## src/rtl/pea_pkg.sv

```systemverilog
// Shared types and constants for the streaming PEA functional units.
package pea_pkg;

    localparam int unsigned PEA_N_BITS = 32;

    typedef enum logic [1:0] {
        DIV_IDLE = 2'd0,
        DIV_CALC = 2'd1,
        DIV_FIX  = 2'd2,
        DIV_DONE = 2'd3
    } div_state_t;

    // Special-case quotients at the array datapath width
    localparam logic [PEA_N_BITS-1:0] DIV_ZERO_Q = '1;
    localparam logic [PEA_N_BITS-1:0] DIV_OVF_Q  = {1'b1, {(PEA_N_BITS-1){1'b0}}};

endpackage

```

## src/rtl/s_div_unit_if.sv

```systemverilog
// Request/response port between the PE operand muxes and the divider FU.
interface s_div_unit_if #(
    parameter int unsigned N_BITS = 32
);
    logic              ops_valid_i;
    logic              signed_i;
    logic              sel_rem_i;
    logic [N_BITS-1:0] dividend_i;
    logic [N_BITS-1:0] divisor_i;
    logic              pea_ready_i;
    logic              ready_o;
    logic              valid_o;
    logic [N_BITS-1:0] res_o;
    logic [N_BITS-1:0] rem_q_o;

    modport master (
        output ops_valid_i, signed_i, sel_rem_i, dividend_i, divisor_i, pea_ready_i,
        input  ready_o, valid_o, res_o, rem_q_o
    );

    modport slave (
        input  ops_valid_i, signed_i, sel_rem_i, dividend_i, divisor_i, pea_ready_i,
        output ready_o, valid_o, res_o, rem_q_o
    );
endinterface

```

## src/rtl/div_step.sv

```systemverilog
// One restoring-division iteration: shift {rem, dvd} left and conditionally subtract.
module div_step #(
    parameter int unsigned N_BITS = 32
) (
    input  logic [N_BITS-1:0] rem,
    input  logic [N_BITS-1:0] dvd,
    input  logic [N_BITS-1:0] divisor,
    output logic [N_BITS-1:0] rem_next,
    output logic [N_BITS-1:0] dvd_next,
    output logic              q_bit
);
    logic [N_BITS:0] rem_sh;
    logic [N_BITS:0] diff;

    assign rem_sh = {rem, dvd[N_BITS-1]};
    assign diff   = rem_sh - {1'b0, divisor};

    // rem < divisor holds on entry, so the N_BITS+1 result's MSB is a clean borrow flag
    assign q_bit    = ~diff[N_BITS];
    assign rem_next = q_bit ? diff[N_BITS-1:0] : rem_sh[N_BITS-1:0];
    assign dvd_next = {dvd[N_BITS-2:0], q_bit};
endmodule

```

## src/rtl/s_div_unit.sv

```systemverilog
// Iterative radix-2 signed/unsigned divider FU with valid/ready result hand-off.
module s_div_unit
    import pea_pkg::*;
#(
    parameter int unsigned N_BITS = 32,
    parameter int unsigned CNT_W  = $clog2(N_BITS) + 1
) (
    input  logic         clk_i,
    input  logic         rst_n_i,
    input  logic         flush_i,
    s_div_unit_if.slave  bus
);
    localparam logic [N_BITS-1:0] ALL_ONES = '1;
    localparam logic [N_BITS-1:0] MIN_VAL  = {1'b1, {(N_BITS-1){1'b0}}};

    div_state_t        state_q, state_d;
    logic [CNT_W-1:0]  cnt_q;
    logic [N_BITS-1:0] rem_r, dvd_r, dsr_r;
    logic [N_BITS-1:0] res_r, sec_r;
    logic              sel_rem_r, neg_q_r, neg_r_r;

    logic              accept_c, last_c, div_zero_c, ovf_c, special_c;
    logic              a_neg_c, b_neg_c;
    logic [N_BITS-1:0] a_abs_c, b_abs_c, q_fix_c, r_fix_c;
    logic [N_BITS-1:0] rem_step, dvd_step;
    logic              q_bit_step;

    assign a_neg_c    = bus.signed_i & bus.dividend_i[N_BITS-1];
    assign b_neg_c    = bus.signed_i & bus.divisor_i[N_BITS-1];
    assign a_abs_c    = a_neg_c ? -bus.dividend_i : bus.dividend_i;
    assign b_abs_c    = b_neg_c ? -bus.divisor_i  : bus.divisor_i;
    assign div_zero_c = (bus.divisor_i == '0);
    assign ovf_c      = bus.signed_i & (bus.dividend_i == MIN_VAL) & (bus.divisor_i == ALL_ONES);
    assign special_c  = div_zero_c | ovf_c;
    assign accept_c   = (state_q == DIV_IDLE) & bus.ops_valid_i & ~flush_i;
    assign last_c     = (cnt_q == CNT_W'(N_BITS - 1));

    assign q_fix_c = neg_q_r ? -dvd_r : dvd_r;
    assign r_fix_c = neg_r_r ? -rem_r : rem_r;

    div_step #(.N_BITS(N_BITS)) u_step (
        .rem      (rem_r),
        .dvd      (dvd_r),
        .divisor  (dsr_r),
        .rem_next (rem_step),
        .dvd_next (dvd_step),
        .q_bit    (q_bit_step)
    );

    // State register
    always_ff @(posedge clk_i or negedge rst_n_i) begin
        if (!rst_n_i) state_q <= DIV_IDLE;
        else          state_q <= state_d;
    end

    // Next-state decode; flush overrides every transition
    always_comb begin
        state_d = state_q;
        unique case (state_q)
            DIV_IDLE: if (bus.ops_valid_i) state_d = special_c ? DIV_DONE : DIV_CALC;
            DIV_CALC: if (last_c)          state_d = DIV_FIX;
            DIV_FIX:                       state_d = DIV_DONE;
            DIV_DONE: if (bus.pea_ready_i) state_d = DIV_IDLE;
            default:                       state_d = DIV_IDLE;
        endcase
        if (flush_i) state_d = DIV_IDLE;
    end

    // Operand capture, iteration and result registers
    always_ff @(posedge clk_i or negedge rst_n_i) begin
        if (!rst_n_i) begin
            cnt_q     <= '0;
            rem_r     <= '0;
            dvd_r     <= '0;
            dsr_r     <= '0;
            res_r     <= '0;
            sec_r     <= '0;
            sel_rem_r <= 1'b0;
            neg_q_r   <= 1'b0;
            neg_r_r   <= 1'b0;
        end else if (accept_c) begin
            cnt_q     <= '0;
            rem_r     <= '0;
            dvd_r     <= a_abs_c;
            dsr_r     <= b_abs_c;
            sel_rem_r <= bus.sel_rem_i;
            neg_q_r   <= a_neg_c ^ b_neg_c;
            neg_r_r   <= a_neg_c;
            if (div_zero_c) begin
                res_r <= bus.sel_rem_i ? bus.dividend_i : ALL_ONES;
                sec_r <= bus.sel_rem_i ? ALL_ONES : bus.dividend_i;
            end else if (ovf_c) begin
                res_r <= bus.sel_rem_i ? '0 : MIN_VAL;
                sec_r <= bus.sel_rem_i ? MIN_VAL : '0;
            end
        end else if (!flush_i && state_q == DIV_CALC) begin
            rem_r <= rem_step;
            dvd_r <= dvd_step;
            cnt_q <= cnt_q + CNT_W'(1);
        end else if (!flush_i && state_q == DIV_FIX) begin
            res_r <= sel_rem_r ? r_fix_c : q_fix_c;
            sec_r <= sel_rem_r ? q_fix_c : r_fix_c;
        end
    end

    assign bus.ready_o = (state_q == DIV_IDLE);
    assign bus.valid_o = (state_q == DIV_DONE);
    assign bus.res_o   = res_r;
    assign bus.rem_q_o = sec_r;

    logic unused_c;
    assign unused_c = q_bit_step;
endmodule

```

## src/flat_wrapper.sv

```systemverilog
// flat-port wrapper written by rule: the top's interface ports become plain ports
module s_div_unit_flat import pea_pkg::*;
#(
    parameter int unsigned N_BITS = 32,
    parameter int unsigned CNT_W  = $clog2(N_BITS) + 1
)
  (clk_i, rst_n_i, flush_i, bus_ops_valid_i, bus_signed_i, bus_sel_rem_i, bus_dividend_i, bus_divisor_i, bus_pea_ready_i, bus_ready_o, bus_valid_o, bus_res_o, bus_rem_q_o);
  s_div_unit_if #(.N_BITS(N_BITS)) bus_i ();
  input  logic clk_i;
  input  logic rst_n_i;
  input  logic flush_i;
  input wire logic [$bits(bus_i.ops_valid_i)-1:0] bus_ops_valid_i;
  input wire logic [$bits(bus_i.signed_i)-1:0] bus_signed_i;
  input wire logic [$bits(bus_i.sel_rem_i)-1:0] bus_sel_rem_i;
  input wire logic [$bits(bus_i.dividend_i)-1:0] bus_dividend_i;
  input wire logic [$bits(bus_i.divisor_i)-1:0] bus_divisor_i;
  input wire logic [$bits(bus_i.pea_ready_i)-1:0] bus_pea_ready_i;
  output wire logic [$bits(bus_i.ready_o)-1:0] bus_ready_o;
  output wire logic [$bits(bus_i.valid_o)-1:0] bus_valid_o;
  output wire logic [$bits(bus_i.res_o)-1:0] bus_res_o;
  output wire logic [$bits(bus_i.rem_q_o)-1:0] bus_rem_q_o;
  assign bus_i.ops_valid_i = bus_ops_valid_i;
  assign bus_i.signed_i = bus_signed_i;
  assign bus_i.sel_rem_i = bus_sel_rem_i;
  assign bus_i.dividend_i = bus_dividend_i;
  assign bus_i.divisor_i = bus_divisor_i;
  assign bus_i.pea_ready_i = bus_pea_ready_i;
  assign bus_ready_o = bus_i.ready_o;
  assign bus_valid_o = bus_i.valid_o;
  assign bus_res_o = bus_i.res_o;
  assign bus_rem_q_o = bus_i.rem_q_o;
  s_div_unit #(.N_BITS(N_BITS), .CNT_W(CNT_W)) u_core (.clk_i(clk_i), .rst_n_i(rst_n_i), .flush_i(flush_i), .bus(bus_i));
endmodule
```

## config.mk

```make
export PLATFORM = sky130hd
export DESIGN_NAME = s_div_unit_flat
export DESIGN_NICKNAME = d
export VERILOG_FILES = /design/src/rtl/pea_pkg.sv /design/src/rtl/s_div_unit_if.sv /design/src/rtl/div_step.sv /design/src/rtl/s_div_unit.sv /design/src/flat_wrapper.sv
export SDC_FILE = /design/constraint.sdc
export NUM_CORES = 1
export LEC_CHECK = 0
export CAP_MARGIN = 10
export CORE_MARGIN = 1.5
export CORE_UTILIZATION = 55
export DETAILED_ROUTE_END_ITERATION = 12
export PLACE_DENSITY = 0.88
export SLEW_MARGIN = 20
export SYNTH_ARGS = -nofsm -noshare
export SYNTH_HDL_FRONTEND = slang
export SYNTH_HIERARCHICAL = 1
export SYNTH_SLANG_ARGS = --single-unit
```

## constraint.sdc

```tcl
create_clock -name clk_i -period 4.6 [get_ports clk_i]
set_clock_uncertainty 0.1 [all_clocks]
set_input_delay 0.92 -clock clk_i [delete_from_list [all_inputs] [get_ports clk_i]]
set_output_delay 0.92 -clock clk_i [all_outputs]
set_load 0.01 [all_outputs]
```

# Word level (Yosys, flattened, before mapping)
# Cells that the tools add are included.
[totals]
input_bits = 71
output_inout_bits = 66
regBits = 171
elab_cells = 79
[classes]
mux = 33
bitwise_logic = 10
reduce_logical = 9
addsub = 6
eq_ne = 11
[ops]
columns = ["cell", "n"]
rows = [
  ["$mux W32", 25],
  ["$neg A32 Y32", 4],
  ["$eq A32 B32 Y1 const B", 2],
  ["$sub A33 B32 Y33", 1],
  ["$logic_not A32 Y1", 1],
  ["$mux W6", 2],
  ["$mux W2", 5],
  ["$ne A3 B3 Y1 const B", 3],
  ["$pmux W2 S4", 1],
  ["$add A6 B1 Y6 const B", 1],
  ["$and A1 B1 Y1", 6],
  ["$eq A6 B5 Y1 const B", 1],
  ["$reduce_and A3 Y1", 2],
  ["$eq A2 B2 Y1 const B", 2],
  ["$reduce_bool A2 Y1", 2],
  ["$ne A3 B2 Y1 const B", 1],
  ["$eq A2 B1 Y1 const B", 1],
  ["$logic_and A1 B1 Y1", 2],
  ["$logic_not A2 Y1", 1],
  ["$ne A2 B1 Y1 const B", 1],
  ["$not A1 Y1", 2],
  ["$logic_not A1 Y1", 1],
  ["$or A1 B1 Y1", 1],
  ["$xor A1 B1 Y1", 1],
]

# Logic depth before layout (Yosys ltp)
# Gate-level depths: netlist (run 1).
[logic_depth]
ltp_word = 8
mapped_depth = 17
depth_no_buf = 15

# Hierarchy
# The synthesis (run 1) kept the hierarchy.
[by_module_without_submodules]
columns = ["module", "area_each_um2", "cells_per_inst", "seq_area_each_um2", "n_inst"]
rows = [
  ["s_div_unit", 10953.0, 1304, 4279.1, 1],
  ["div_step", 2597.5, 338, 0.0, 1],
]

# Least setup slack after synthesis (run 1)
# OpenSTA, ideal clock, no wires.
[synth_timing]
path_type = "register to register"
startpoint = "register u_core.dvd_r[31]"
endpoint = "register u_core.rem_r[13]"
setup_slack_ns = 1.031
arrival_time_ns = 3.332
n_path_buf = 2
synth_period_minus_slack_ns = 3.569
stages_incl_launch_ff = 18
t_required_ns = 4.364
setup_time_ns = 0.136
path_cell_list = "dfrtp_1 -> inv_1 -> ha_1 -> fa_1 -> and2b_1 -> o2111ai_2 -> a21oi_2 -> o2111ai_1 -> a211oi_2 -> nor2_4 -> mux2i_4 -> and2_4 -> buf_12 -> inv_8 -> buf_12 -> mux2_4 -> nand2_1 -> a21oi_1"
[synth_between]
elab_chain_len = 4
[synth_rtl]
columns = ["element", "line", "source"]
rows = [
  ["start, declared", "s_div_unit.sv:18", "logic [N_BITS-1:0] rem_r, dvd_r, dsr_r;"],
  ["start signal, assigned", "s_div_unit.sv:84", "dvd_r <= a_abs_c;"],
  ["start signal, assigned", "s_div_unit.sv:98", "dvd_r <= dvd_step;"],
  ["$sub A33 B32 Y33", "div_step.sv:16", "assign diff = rem_sh - {1'b0, divisor};"],
  ["$mux W32", "div_step.sv:20", "assign rem_next = q_bit ? diff[N_BITS-1:0] : rem_sh[N_BITS-1:0];"],
  ["via u_core.rem_step[13]", "s_div_unit.sv:25", "logic [N_BITS-1:0] rem_step, dvd_step;"],
  ["$mux W32", "s_div_unit.sv:96", "end else if (!flush_i && state_q == DIV_CALC) begin"],
  ["$mux W32", "s_div_unit.sv:81", "end else if (accept_c) begin"],
  ["end signal, assigned", "s_div_unit.sv:97", "rem_r <= rem_step;"],
  ["end, declared", "s_div_unit.sv:18", ""],
]
# The timed path passes the listed nets, and every way through them passes these cells. The select of a mux whose other input is x is not followed.
# A chain may end at the register's enable or synchronous reset.

# Worst setup path after layout (run 1)
[layout_timing]
startpoint = "register u_core.rem_r[0]"
endpoint = "register u_core.rem_r[19]"
[layout_between]
elab_chain_len = 4
[layout_rtl]
columns = ["element", "line"]
rows = [
  ["$sub A33 B32 Y33", "div_step.sv:16"],
  ["$mux W32", "div_step.sv:20"],
  ["via u_core.rem_step[19]", "s_div_unit.sv:25"],
  ["$mux W32", "s_div_unit.sv:96"],
  ["$mux W32", "s_div_unit.sv:81"],
]
# The timed path passes the listed nets, and every way through them passes these cells. The select of a mux whose other input is x is not followed.

==> flow_summary.ini, run 1 <==
[final_layout]
fillers = 2042
final_core_util_pct = 63.8
diodes = 0
drive_gt1_share_pct = 8.06
design_area_mm2 = 0.0155
syn2layout_area_growth_pct = 14.1
nets = 1815

[synth]
synth_top_area_cell = dfrtp_1
ys_dominant_reg_cell = dfrtp_1
synthCells = 1642
ys_seq_area_share_pct = 31.6
synth_area_mm2 = 0.0136
yosysTopAreaCellShare_pct = 31.6
ys_types = 94
yosysWarnings = 6
synth_most_common_cell = nand2_1
synth_nets = 1757
yosys-top-cells-count = nand2_1, dfrtp_1, o21ai_0
synth_edf_count = 0
syn_avg_cell_area_um2 = 8.25
netlist_top_cells_area = dfrtp_1, nand2_1, xor2_1
ys_seq_elements = 171
async_flop_share_pct = 100

[timing]
timing.hold.ws_ns = 0.380
layout_min_cycle_time_ns = 4.19
drv_slew = 0
hold_violations = 0
finalCritPeriodShare_pct = 91.0
maxSlewHeadroom_pct = 31.5
tightest_slew_ns = 1.03
timing.setup.tns_ns = 0
fmax_mhz = 239
setup_viol = 0
rsz0062_at_grt = no
finalWorstSetupSlack_ns = 0.414

[floorplanning]
fp.dieW_um = 160
pin_count = 137
die_h_um = 160
fp.dieArea_mm2 = 0.0256
core-area_mm2 = 0.0242
initial_core_util_pct = 55.9
fp-row-count = 57

[global_route]
grt_pass1_wl_um = 67600
antenna_found_initial = 1
grt_max_degree = 110
grt_pass1_vias = 12600
grt_usage_pct = 33.1
overflow = 0

[clocking]
max-clock-path-buffers = 2
postCtsSetupRepairBufs = 0
cts_tree = built
cts_made_buffers = 17
insertion_delay_ns = 0.44
clkTransAtPathRegs_ns = 0.07
hold_buffers = 0
cts.root.buffer_cell = clkbuf_16
cts_max_level = 4
ctsResizeCount = 0
cts_num_sinks = 171

[power_and_ir_drop]
swShare_pct = 45.2
p_int_mw = 5.57
leakagePower_nw = 6.54
p_per_area_mw_per_mm2 = 657
combPwrFrac_pct = 57.6
clkPwrFrac_pct = 14.1
vdd_drop_max_uv = 377
seqPwrFrac_pct = 28.3
power_switching_mw = 4.59

[worst_setup_path]
critical_path_arrival_ns = 4.38
reg2reg_depth = 14
cp_max_fo = 24
crit_type = register to register
rr_endpoint = u_core/rem_r[19]
critPathLaunchType = register
r2r_start = u_core/rem_r[0]
worst_setup_path_startpoint = u_core/rem_r[0]
required_ns = 4.79
reg2reg_slack_ns = 0.41
end_kind = register

[place]
globalplace.congestion = 0.959
portBuffers = 136
hpwl_um = 30700
place_area_mm2 = 0.0149
place_ws_ns = 0.560

[routing]
drtPass1Iterations = 9
drc = 0
vias = 13300
dr.first_iter.drc_count = 1744
wire_per_inst_um = 20.7
vias_per_cell = 6.52
ant_nets = 0
routed_wl_um = 42100

[outcome]
status = completed

[min_path]
hold_start = u_core/dsr_r[22]
hold_end = u_core/dsr_r[22]
hold_path.class = register to register
whs_path_depth = 2

[run]
drv_cap = 0
cell usage in the layout (no fill, tap or decap), types with 7 or more instances in the layout:
| cell | Yosys | layout |
|---|---|---|
| nand2_1 | 226 | 226 |
| dfrtp_1 | 171 | 170 |
| clkdlybuf4s50_1 | 0 | 135 |
| o21ai_0 | 122 | 122 |
| a21oi_1 | 109 | 109 |
| nor2_1 | 98 | 98 |
| xor2_1 | 89 | 89 |
| inv_1 | 56 | 56 |
| xnor2_1 | 56 | 56 |
| nand3_1 | 45 | 45 |
| ha_1 | 43 | 43 |
| o31ai_1 | 38 | 38 |
| a31oi_1 | 37 | 37 |
| buf_4 | 35 | 33 |
| nor3_1 | 30 | 30 |
| and3_1 | 28 | 28 |
| or3_1 | 23 | 23 |
| a2bb2oi_1 | 23 | 23 |
| nand4_1 | 22 | 22 |
| mux2_4 | 19 | 19 |
| o211ai_1 | 18 | 18 |
| clkbuf_16 | 0 | 17 |
| or4_1 | 17 | 17 |
| nor4_1 | 16 | 16 |
| a21o_1 | 16 | 16 |
| nand2b_1 | 16 | 15 |
| o22ai_1 | 12 | 12 |
| o41ai_1 | 12 | 12 |
| o221ai_1 | 11 | 11 |
| mux2_2 | 10 | 10 |
| mux2i_1 | 10 | 10 |
| o22a_1 | 8 | 8 |
| o21a_1 | 8 | 8 |
| a22oi_1 | 7 | 7 |
critical path: stages, from the launching register on:
cell	delay, ns
dfrtp_1	0.55
inv_1	0.14
fa_1	0.47
and2b_1	0.25
o2111ai_2	0.15
a21oi_2	0.25
o2111ai_1	0.27
a211oi_2	0.36
nor2_4	0.11
mux2i_4	0.41
and2_4	0.35
inv_8	0.13
mux2_4	0.33
nand2_1	0.07
a21oi_1	0.07
layout make-up:
cell class              instances  area (um^2)  area share, %
repair buffers                170         1630           10.5
clock inverters                14          133          0.858
multi-input cells            1283         8350           54.0
well taps                     324          405           2.62
flip-flops and latches        171         4280           27.7
inverters                      57          221           1.43
clock buffers                  18          439           2.84
kinds of logic (layout without fill, tap and decap cells):
logic type               Yosys count  after routing  share of synthesized area (%)
AND/OR/NAND/NOR                  570            570                           20.5
AO/OA/AOI/OAI                    484            484                           23.7
buffers and inverters            188            259                           6.90
flip-flops                       171            171                           31.6
XOR/XNOR                         145            145                           9.37
adder cells (fa/ha/maj)           44             44                           4.12
multiplexers                      40             40                           3.84
flip-flops by register name, summed over array words and instances, names as in the netlist:
register,flops
u_core/bus.rem_q_o,32
u_core/dsr_r,32
u_core/bus.res_o,32
u_core/cnt_q,6
u_core/neg_q_r,1
u_core/rem_r,32
u_core/sel_rem_r,1
u_core/neg_r_r,1
u_core/state_q,2
u_core/dvd_r,32
layer usage:
| metal | share of wire [%] | global-route usage [%] |
|---|---|---|
| met1 | 40 | 43.6 |
| met2 | 46 | 52.6 |
| met3 | 10 | 6.75 |
| met4 | 4.3 | 14.7 |
| met5 | 0.069 | 0 |
metrics by stage:
stage          std cells  power [mW]
2_1_floorplan       1642        7.10
3_3_place_gp        2005        8.39
5_1_grt             2037        10.8
4_1_cts             2037        10.0
3_5_place_dp        2005        8.57
6_report            2037        10.2
power by group through the flow:
stage                     logic (mW)  clock network [mW]  registers, mW
final                           5.85                1.43           2.87
after global routing            6.36                1.51           2.95
after CTS                       5.76                1.44           2.84
after detailed placement        5.71                   0           2.86
after global placement          5.55                   0           2.83
after floorplan                 4.38                   0           2.71
worst max path at each step:
stage,to,slack [ns],cells past startpoint
2_1_floorplan,u_core/rem_r[13],1.03,17
3_3_place_gp,u_core/bus.res_o[0],0.64,11
3_5_place_dp,u_core/bus.res_o[0],0.56,9
4_1_cts,u_core/rem_r[19],0.50,14
5_1_grt,u_core/rem_r[19],0.21,14
6_report,u_core/rem_r[19],0.41,14
(Power assumes the default switching activity.)
==> run 2, diff against run 1 <==
==> constraint.sdc (replaced) <==
create_clock -name clk_i -period 4.6 [get_ports clk_i]
set_clock_uncertainty 0.1 [all_clocks]
set_input_delay 0.92 -clock clk_i [delete_from_list [all_inputs] [get_ports clk_i]]
set_output_delay 0.92 -clock clk_i [all_outputs]
set_load 0.005 [all_outputs]
==> results of run 2 <==
The final DEF is identical to that of run 1. Status: completed.
Main changes from that run: total power 10.2 mW -> 10.0 mW; worst IR drop on VDD 377 uV -> 346 uV
